===== src/rtl/lm32_normalizer.sv =====
// Iterative leading/trailing-zero normalizer for the LM32 X stage.
// Binary search over shifts of 16, 8, 4, 2, 1: fixed 5-cycle search, then a one-cycle done.
module lm32_normalizer (
    input  logic        clk_i,
    input  logic        rst_i,
    input  logic        stall_x,
    input  logic        kill_x,
    input  logic        normalize_x,
    input  logic        direction_x,
    input  logic [31:0] operand_0_x,
    output logic [31:0] normalize_result_x,
    output logic [5:0]  normalize_count_x,
    output logic        normalize_zero_x,
    output logic        normalize_stall_request_x,
    output logic        normalize_done_x
);

    localparam logic [1:0] IDLE   = 2'd0;
    localparam logic [1:0] SEARCH = 2'd1;
    localparam logic [1:0] DONE   = 2'd2;

    logic [1:0]  state;
    logic [2:0]  step;
    logic        direction;
    logic [31:0] result;
    logic [5:0]  count;
    logic        zero;

    logic [4:0]  amt;
    logic [31:0] hi_mask;
    logic [31:0] lo_mask;
    logic [31:0] shifted;
    logic        hit;
    logic        start;

    // step 0..4 selects shift amounts 16, 8, 4, 2, 1
    always_comb begin
        amt     = 5'd16 >> step;
        hi_mask = ~(32'hFFFF_FFFF >> amt);
        lo_mask = ~(32'hFFFF_FFFF << amt);
        if (direction) begin
            hit     = (result & lo_mask) == 32'd0;
            shifted = result >> amt;
        end else begin
            hit     = (result & hi_mask) == 32'd0;
            shifted = result << amt;
        end
    end

    assign start = normalize_x && !stall_x && !kill_x && (state == IDLE || state == DONE);

    always_ff @(posedge clk_i or posedge rst_i) begin
        if (rst_i) begin
            state     <= IDLE;
            step      <= 3'd0;
            direction <= 1'b0;
            result    <= 32'd0;
            count     <= 6'd0;
            zero      <= 1'b0;
        end else begin
            case (state)
                IDLE, DONE: begin
                    if (start) begin
                        state     <= SEARCH;
                        step      <= 3'd0;
                        direction <= direction_x;
                        result    <= operand_0_x;
                        count     <= 6'd0;
                        zero      <= (operand_0_x == 32'd0);
                    end else begin
                        state <= IDLE;
                    end
                end
                SEARCH: begin
                    // kill leaves the partial result/count visible
                    if (kill_x) begin
                        state <= IDLE;
                    end else begin
                        if (hit) begin
                            result <= shifted;
                            count  <= count + {1'b0, amt};
                        end
                        if (step == 3'd4) begin
                            state <= DONE;
                            step  <= 3'd0;
                            // the search alone tops out at 31 for a zero word
                            if (zero)
                                count <= 6'd32;
                        end else begin
                            step <= step + 3'd1;
                        end
                    end
                end
                default: state <= IDLE;
            endcase
        end
    end

    assign normalize_result_x        = result;
    assign normalize_count_x         = count;
    assign normalize_zero_x          = zero;
    assign normalize_stall_request_x = (state == SEARCH);
    assign normalize_done_x          = (state == DONE);

endmodule


===== config.mk =====
export PLATFORM = sky130hd
export DESIGN_NAME = lm32_normalizer
export DESIGN_NICKNAME = d
export VERILOG_FILES = /design/src/rtl/lm32_normalizer.sv
export SDC_FILE = /design/constraint.sdc
export NUM_CORES = 1
export LEC_CHECK = 0
export ABC_AREA = 1
export ABC_CLOCK_PERIOD_IN_PS = 4550
export CAP_MARGIN = 20
export CORE_MARGIN = 8
export CORE_UTILIZATION = 40
export DETAILED_ROUTE_END_ITERATION = 16
export GPL_TIMING_DRIVEN = 0
export SLEW_MARGIN = 20
export SYNTH_ARGS = -nofsm -noshare
export SYNTH_HDL_FRONTEND = slang
export SYNTH_SLANG_ARGS = --single-unit

===== constraint.sdc =====
create_clock -name clk_i -period 4.55 [get_ports clk_i]
set_input_delay 1.1375 -clock clk_i [delete_from_list [all_inputs] [get_ports clk_i]]
set_output_delay 1.1375 -clock clk_i [all_outputs]
set_load 0.1 [all_outputs]

# Yosys cells after proc, flatten, opt, wreduce, memory -nomap -nowiden
# Cells that the tools add are included.
[classes]
n_reduce_logical = 15
add_sub_neg = 2
shifts = 5
eq_ne = 7
n_mux = 20
n_bitwise = 4
[op_table]
columns = ["cell", "count"]
rows = [
  ["2-to-1 mux 32 bit", 4],
  ["zero test 32 bit", 3],
  ["bitwise AND 32 bit", 2],
  ["NOT 32 bit", 2],
  ["one-hot mux 32 bit (2 select lines)", 1],
  ["left shift 32 x 5 -> 32 bit", 1],
  ["left shift 32 x 5 -> 32 bit, first input constant", 1],
  [">> shifter 32 x 5 -> 32 bit", 1],
  [">> shifter 32 x 5 -> 32 bit, first input constant", 1],
  ["2-to-1 mux 6 bit", 5],
  ["one-hot mux 6 bit (2 select lines)", 1],
  ["2-to-1 mux 3 bit", 3],
  ["adder 6 x 5 -> 6 bit", 1],
  ["one-hot mux 3 bit (2 select lines)", 1],
  [">> shifter 5 x 3 -> 5 bit, first input constant", 1],
  ["2-to-1 mux 2 bit", 2],
  ["inequality test 2 bit, second input constant", 2],
  ["one-hot mux 2 bit (2 select lines)", 1],
  ["AND reduction 4 bit", 1],
  ["adder 3 x 1 -> 3 bit, second input constant", 1],
  ["equality test 3 bit, second input constant", 1],
  ["logical AND 1 bit", 3],
  ["inequality test 3 x 2 -> 1 bit, second input constant", 1],
  ["AND reduction 3 bit", 1],
  ["other kinds (10)", 12],
]
[totals]
word_cells = 59
inputBits = 38
ff_bits = 45
out_inout_bits = 41

# Depth between registers and ports, before layout
# Gate-level depths: netlist of the first run.
[logic_depth]
ltp_word = 11
depth_mapped = 20

# Worst setup path after synthesis of the first run
# Ideal clock, no wire load.
[synth_timing]
kind = "register to output"
from = "register state[0]"
to = "output port normalize_done_x"
setup_slack_ps = 1757
path_buffers = 0
path_stages_with_launch = 2
t_arrival_ps = 1656
cell_sequence = "dfrtp_1 > nor2_1"
[synth_via]
elab_chain_len = 1
[synth_lines]
columns = ["item", "line_no", "rtl"]
rows = [
  ["from (decl)", "22", "logic [1:0] state;"],
  ["from (signal assigned)", "54", "state <= IDLE;"],
  ["from (signal assigned)", "64", "state <= SEARCH;"],
  ["from (signal assigned)", "71", "state <= IDLE;"],
  ["equality test 2 bit", "103", "assign normalize_done_x = (state == DONE);"],
  ["to (decl)", "15", "output logic normalize_done_x"],
]
# No other way between the ends.

# Final worst setup path of the first run
[layout_timing]
from = "register step[2]"
to = "register result[2] (netlist: normalize_result_x[2])"
[layout_via]
elab_chain_len = 8
[layout_lines]
columns = ["item", "line_no", "rtl"]
rows = [
  ["from (decl)", "23", "logic [2:0] step;"],
  ["from (signal assigned)", "90", "step <= step + 3'd1;"],
  [">> shifter 5 x 3 -> 5 bit (*)", "38", "amt = 5'd16 >> step;"],
  [">> shifter 32 x 5 -> 32 bit or left shift 32 x 5 -> 32 bit (tied branches)", "39, 40", ""],
  ["NOT 32 bit (on tied branches)", "39, 40", ""],
  ["bitwise AND 32 bit (on tied branches)", "45, 42", ""],
  ["zero test 32 bit (on tied branches)", "45, 42", ""],
  ["2-to-1 mux 1 bit", "41", "if (direction) begin"],
  ["inequality test 2 x 1 -> 1 bit (no line)", "n/a", ""],
  ["AND reduction 4 bit (no line)", "n/a", ""],
  ["to (signal assigned)", "67", "result <= operand_0_x;"],
  ["to (signal assigned)", "80", "result <= shifted;"],
  ["to (decl)", "25", "logic [31:0] result;"],
]
# Every way passes the cells marked *; elsewhere a longest branch is shown, timed or not. The select of a mux whose other input is x is not followed.
# A chain may end at the register's enable or synchronous reset.

==> flow_metrics.env, run 1 <==
export IMPL_outcome="complete, no violations"
export IMPL_path_cells="buf_6 -> inv_4 -> buf_6 -> ha_1 -> buf_2 -> buf_1 -> clkbuf_1 -> nand3_1 -> nand3_1 -> nand2_1 -> a21oi_1 -> nand2_1 -> nand2_1 -> nand2_1 -> nand3_1 -> nand2_1"
export IMPL_hold_buffers=0
export IMPL_crit_top_cell="nand2_1"
export IMPL_cp_start_kind="flip-flop"
export IMPL_gp_congestion=1.10
export IMPL_fin_ws_ns=0.933
export IMPL_fin_util_pct=48.2
export IMPL_antenna_found_initial=1
export IMPL_rsz0062_at_grt="no"
export IMPL_route_detailed_drc=0
export IMPL_cts_tree="done"
export IMPL_ys_ff_latch=45
export IMPL_globalRouteTotalUtil_pct=37.2
export IMPL_die_x_um=142
export IMPL_power_density_nw_per_um2=975
export IMPL_drt_pre_antenna_iters=8
export IMPL_yosys_area_top_type_share_pct=28.1
export IMPL_synth_edff_count=0
export IMPL_critical_path_top_delay_family="buffers and inverters"
export IMPL_clk_latency_ns=0.30
export IMPL_cts_buffers=5
export IMPL_cpPeakStageDelay_ns=0.61
export IMPL_synth_ff_type="dfrtp_1"
export IMPL_wire_per_inst_um=25.9
export IMPL_pin_count=79
export IMPL_fin_worst_skew_ns=0.00439
export IMPL_core_region_area_um2=15700
export IMPL_ir_drop_mv=0.982
export IMPL_grt_remaining_overflow=0
export IMPL_grt_busiest_layer="met2"
export IMPL_met2_usage_pct=53.0
export IMPL_critPathMaxFanout=11
export IMPL_dp_cells=1456
export IMPL_use_met3_pct=11.4
export IMPL_cts_sinks=45
export IMPL_slew_headroom_pct=33.3
export IMPL_ant_nets=0
export IMPL_drv_cap=0
export IMPL_worstPathArrival_ns=3.80
export IMPL_drt_iter0_drc=1823
export IMPL_cts_setup_buffers=0
export IMPL_synthesis_nets=1209
export IMPL_initial_core_util_pct=40.4
export IMPL_dieArea_um2=20200
export IMPL_fmax_mhz=276
export IMPL_rows=46
export IMPL_cts_path_max_buffers=2
export IMPL_syn_mean_instance_area_um2=5.47
export IMPL_hold_depth=2
export IMPL_synth_area_top_cells="nand2_1 (28%), nand3_1 (19%), dfrtp_1 (18%), nor2_1 (3.3%), o21ai_0 (3.2%)"
export IMPL_antenna_cells=0
export IMPL_dp_hpwl_um=29900
export IMPL_yosysWarnings=0
export IMPL_seq_area_frac_synth_pct=17.7
export IMPL_syn_inst=1161
export IMPL_netlist_area_um2=6350
export IMPL_synth_cell_type_count=46
export IMPL_min_path_type="reg2reg"
export IMPL_worst_ep_required_time_ns=4.74
export IMPL_p_leak_nw=3.75
export IMPL_yosysTopAreaCell="nand2_1"
export IMPL_grt_max_degree=24
export IMPL_dpl_cell_area_um2=7430
export IMPL_cp_end_kind="flip-flop"
export IMPL_timing_setup_tns_ns=0
export IMPL_via_per_inst=6.30
export IMPL_final_cells=1464
export IMPL_worstMarginPinSlew_ns=0.997
export IMPL_synth_async_sr_flop_share_pct=100
export IMPL_power_mw=7.38
export IMPL_vias=9219
export IMPL_grt_pass1_wl_um=55000
export IMPL_globalRouteMet1Util_pct=49.4
export IMPL_fin_hold_ws_ns=0.555
export IMPL_fin_crit_ns=3.62
export IMPL_syn_to_final_growth_pct=19.3
export IMPL_pre_cts_ws_ns=1.22
export IMPL_finalCritPeriodShare_pct=79.5
export IMPL_die_h_um=142
export IMPL_routed_wl_um=37900
export IMPL_worst_path_stages=16
export IMPL_final_setup_viol_count=0
export IMPL_clk_pin_slew_ns=0.07
export IMPL_maxSlewViolCount=0
export IMPL_fin_area_um2=7570
export IMPL_path_buf_inv=6
export IMPL_ctsResizeCount=0
export IMPL_fin_nets=1295
export IMPL_io_buffers=78
export IMPL_finalHoldViolations=0
export IMPL_rr_worst_depth=16
export IMPL_crit_path_top_delay_cell="clkbuf_1"
export IMPL_drive_above_1_share_pct=6.41
export IMPL_worstSetupPathType="reg2reg"
export IMPL_htreeDepth=2
export IMPL_root_buffer="clkbuf_16"
export IMPL_grt_pass1_vias=8400
[synth_stat cells, drive strengths merged (10+ instances only)]
library cell  count
nand3           249
ha               10
o21ai            70
dfrtp            45
nor2             61
inv              53
nand2           485
nand4            16
buf              51
a21oi            33
clkbuf           16
o211ai           21
[flip-flops by register name (all words and copies together), names as in the netlist]
| name | flops |
|---|---|
| direction | 1 |
| step | 3 |
| normalize_result_x | 32 |
| state | 2 |
| normalize_zero_x | 1 |
| normalize_count_x | 6 |
[layout by cell type, fill, tap and decap left out, drive strengths merged, types with 2 or more instances in the layout]
cell type / n
nand3: 249
a21boi: 5
o22ai: 2
nand4: 16
buf: 52
nand2: 485
and3: 4
clkbuf: 21
o21ai: 70
xor2: 2
nor4: 8
clkdlybuf4s50: 78
dfrtp: 45
and2: 4
or2: 4
nor3: 6
o2bb2ai: 2
a21oi: 33
nor2: 61
xnor2: 2
inv: 54
ha: 10
clkinv: 2
o211ai: 21
a22oi: 5
[worst min-delay path, delay by kind of cell (launching register included)]
kind               cells  cell delay [ns]
DFF                    1             0.39
and+or+nand+nor        1             0.06
AOI/OAI and AO/OA      1             0.06
[kinds of logic after synthesis]
| logic type | after synthesis | share of synthesized area [%] |
|---|---|---|
| AOI/OAI and AO/OA | 143 | 13.0 |
| buffers and inverters | 121 | 9.04 |
| adders and majority gates | 10 | 1.97 |
| and+or+nand+nor | 837 | 57.5 |
| xor gates and xnor gates | 4 | 0.552 |
| muxes | 1 | 0.158 |
| DFF | 45 | 17.7 |
[power by group]
part	internal (mW)	leakage, nW	total [mW]	switching, mW
Combinational	1.48	3.10	5.96	4.48
Sequential	0.550	0.579	1.05	0.502
Clock	0.205	0.0702	0.374	0.169
[layer usage]
| metal | wire [um] | share of wire, % |
|---|---|---|
| met1 | 15000 | 40 |
| met2 | 15000 | 39 |
| met5 | 14 | 0.037 |
| met4 | 2460 | 6.5 |
| met3 | 5510 | 15 |
[cell type report]
type / instances / area, um^2
clock inverter: 3 / 21.3
sequential: 45 / 1130
buffer: 67 / 369
inverter: 54 / 205
clock buffer: 5 / 125
fill: 1777 / 8140
timing repair buffer: 79 / 808
tap: 216 / 270
multi-input combinational: 995 / 4650
[path summary, 6_finish.rpt]
check	startpoint	endpoint	slack, ns
worst max-delay path	step[2]	normalize_result_x[2]	0.93
worst min-delay path	normalize_count_x[4]	normalize_count_x[4]	0.55
worst max register to register	step[2]	normalize_result_x[2]	0.93
worst min register to register	normalize_count_x[4]	normalize_count_x[4]	0.55
max in group asynchronous	rst_i	normalize_result_x[27]	2.86
min in group asynchronous	rst_i	normalize_count_x[1]	1.20
Note: power is estimated with default switching activity, not from simulation.
==> run 2, diff against run 1 <==
Settings changed: ABC_CLOCK_PERIOD_IN_PS 4550 to 3700.
Clock period 4.55 ns to 3.7 ns, I/O delays scaled along.
==> results of run 2 <==
The final DEF is identical to that of run 1. Status: complete, no violations.
Among the figures that moved: setup slack after placement 1.22 ns -> 0.375 ns; setup slack after layout 0.933 ns -> 0.0827 ns; register-to-register setup slack 0.93 ns -> 0.08 ns; total power 7.38 mW -> 9.08 mW; worst IR drop on VDD 0.982 mV -> 1.21 mV
==> run 3, diff against run 2 <==
Settings changed: SETUP_SLACK_MARGIN set to 0.5.
==> flow_metrics.env, run 3 (synthesized netlist as in run 1, its figures left out) <==
export IMPL_grt_remaining_overflow=0
export IMPL_outcome="complete, no violations"
export IMPL_pin_count=79
export IMPL_cp_end_kind="flip-flop"
export IMPL_cts_sinks=45
export IMPL_via_per_inst=6.24
export IMPL_slew_headroom_pct=33.5
export IMPL_syn_to_final_growth_pct=19.9
export IMPL_antenna_found_initial=1
export IMPL_hp_start="normalize_count_x[4]"
export IMPL_htreeDepth=2
export IMPL_routed_wl_um=38000
export IMPL_fin_hold_ws_ns=0.556
export IMPL_drt_iter0_drc=1835
export IMPL_finalHoldViolations=0
export IMPL_fin_nets=1295
export IMPL_worst_path_stages=13
export IMPL_cts_buffers=5
export IMPL_use_met3_pct=11.7
export IMPL_drt_pre_antenna_iters=9
export IMPL_final_setup_viol_count=0
export IMPL_die_x_um=142
export IMPL_grt_max_degree=24
export IMPL_p_leak_nw=3.79
export IMPL_cts_path_max_buffers=2
export IMPL_gp_congestion=1.10
export IMPL_rr_worst_depth=13
export IMPL_timing_setup_tns_ns=0
export IMPL_grt_busiest_layer="met2"
export IMPL_rsz0062_at_grt="yes"
export IMPL_cts_tree="done"
export IMPL_critical_path_top_delay_family="simple AND/OR/NAND/NOR gates"
export IMPL_worstSetupPathType="reg2reg"
export IMPL_crit_path_top_delay_cell="o21ai_0"
export IMPL_critPathMaxFanout=10
export IMPL_root_buffer="clkbuf_16"
export IMPL_grt_pass1_wl_um=55100
export IMPL_antenna_cells=0
export IMPL_cts_setup_buffers=0
export IMPL_initial_core_util_pct=40.4
export IMPL_drv_cap=0
export IMPL_clk_latency_ns=0.29
export IMPL_fmax_mhz=311
export IMPL_met2_usage_pct=53.1
export IMPL_cp_start_kind="flip-flop"
export IMPL_core_region_area_um2=15700
export IMPL_path_cells="inv_1 -> ha_1 -> buf_6 -> nand2_4 -> buf_2 -> nand2_1 -> o21ai_0 -> nand2_1 -> o21ai_0 -> nor2_1 -> nand2_1 -> nand3_1 -> nand2_1"
export IMPL_power_density_nw_per_um2=1200
export IMPL_path_buf_inv=3
export IMPL_finalCritPeriodShare_pct=86.8
export IMPL_largest_register_ffs=32
export IMPL_dieArea_um2=20200
export IMPL_final_common_cell="nand2_1"
export IMPL_ant_nets=0
export IMPL_drive_above_1_share_pct=7.85
export IMPL_vias=9130
export IMPL_r2r_start="step[0]"
export IMPL_r2r_setup_slack_ns=0.49
export IMPL_ir_drop_mv=1.20
export IMPL_grt_pass1_vias=8405
export IMPL_rows=46
export IMPL_globalRouteMet1Util_pct=49.5
export IMPL_worst_ep_required_time_ns=3.93
export IMPL_num_fill_cells=1770
export IMPL_crit_top_cell="nand2_1"
export IMPL_maxSlewViolCount=0
export IMPL_cpPeakStageDelay_ns=0.59
export IMPL_min_path_type="reg2reg"
export IMPL_hold_buffers=0
export IMPL_clk_pin_slew_ns=0.06
export IMPL_worstMarginPinSlew_ns=0.994
export IMPL_fin_crit_ns=3.21
export IMPL_mostFrequentLayoutCells="nand2_1 (476), nand3_1 (244), clkdlybuf4s50_1 (78)"
export IMPL_reg2reg_to="normalize_result_x[4]"
export IMPL_worstPathArrival_ns=3.44
export IMPL_holdPathEnd="normalize_count_x[4]"
export IMPL_wire_per_inst_um=26.0
export IMPL_die_h_um=142
export IMPL_dp_hpwl_um=29900
export IMPL_fin_worst_skew_ns=0.00541
export IMPL_io_buffers=78
export IMPL_route_detailed_drc=0
export IMPL_hold_depth=2
export IMPL_globalRouteTotalUtil_pct=37.3
==> run 3: final cells by class <==
cell class	count	area, um^2	share of cell area (%)
clock inverter	3	21.3	0.279
clock buffer	5	125	1.64
tap	216	270	3.55
timing repair buffer	79	808	10.6
multi-input combinational	995	4660	61.3
inverter	54	205	2.70
buffer	67	392	5.15
sequential	45	1130	14.8
==> run 3: layer usage <==
| layer | share of wire, % | routed length (um) |
|---|---|---|
| met5 | 0.034 | 13 |
| met4 | 6.2 | 2370 |
| met3 | 15 | 5690 |
| met2 | 40 | 15100 |
| met1 | 39 | 14800 |
==> run 3: report_power, final <==
group / switching [mW] / internal, mW / leakage, nW
Combinational: 5.51 / 1.84 / 3.14
Sequential: 0.618 / 0.676 / 0.579
Clock: 0.205 / 0.252 / 0.0702
==> run 3: worst max-delay path by stage <==
stage / end / from
floorplan: normalize_result_x[25] / state[1]
global placement: normalize_result_x[2] / step[2]
detailed placement: normalize_result_x[2] / step[2]
CTS: normalize_result_x[2] / step[2]
global route: normalize_result_x[26] / step[1]
finish: normalize_result_x[4] / step[0]
==> run 3: per-stage QoR <==
stage               std cells  power [mW]  cell area [um^2]  utilization [%]  worst slack, ns
global placement         1455        8.24              7400             47.1            0.310
CTS                      1464        8.66              7580             48.3            0.555
detailed placement       1456        8.18              7430             47.3            0.375
finish                   1464        9.10              7610             48.4            0.489
floorplan                1161        5.77              6350                -             1.09
global route             1464        9.45              7610             48.4            0.437
==> run 3: worst register-to-register path: stages, from the launching register on <==
cell	delay, ns
dfrtp_1	0.37
inv_1	0.10
ha_1	0.25
buf_6	0.17
nand2_4	0.12
buf_2	0.23
nand2_1	0.26
o21ai_0	0.59
nand2_1	0.33
o21ai_0	0.34
nor2_1	0.08
nand2_1	0.13
nand3_1	0.08
nand2_1	0.09
==> run 3: what timing repair did <==
| action | 4_1_cts | 5_1_grt |
|---|---|---|
| endpoints found under the hold margin | 0 | 0 |
| resized for setup | 6 | 18 |
| setup endpoints to repair | 7 | 34 |
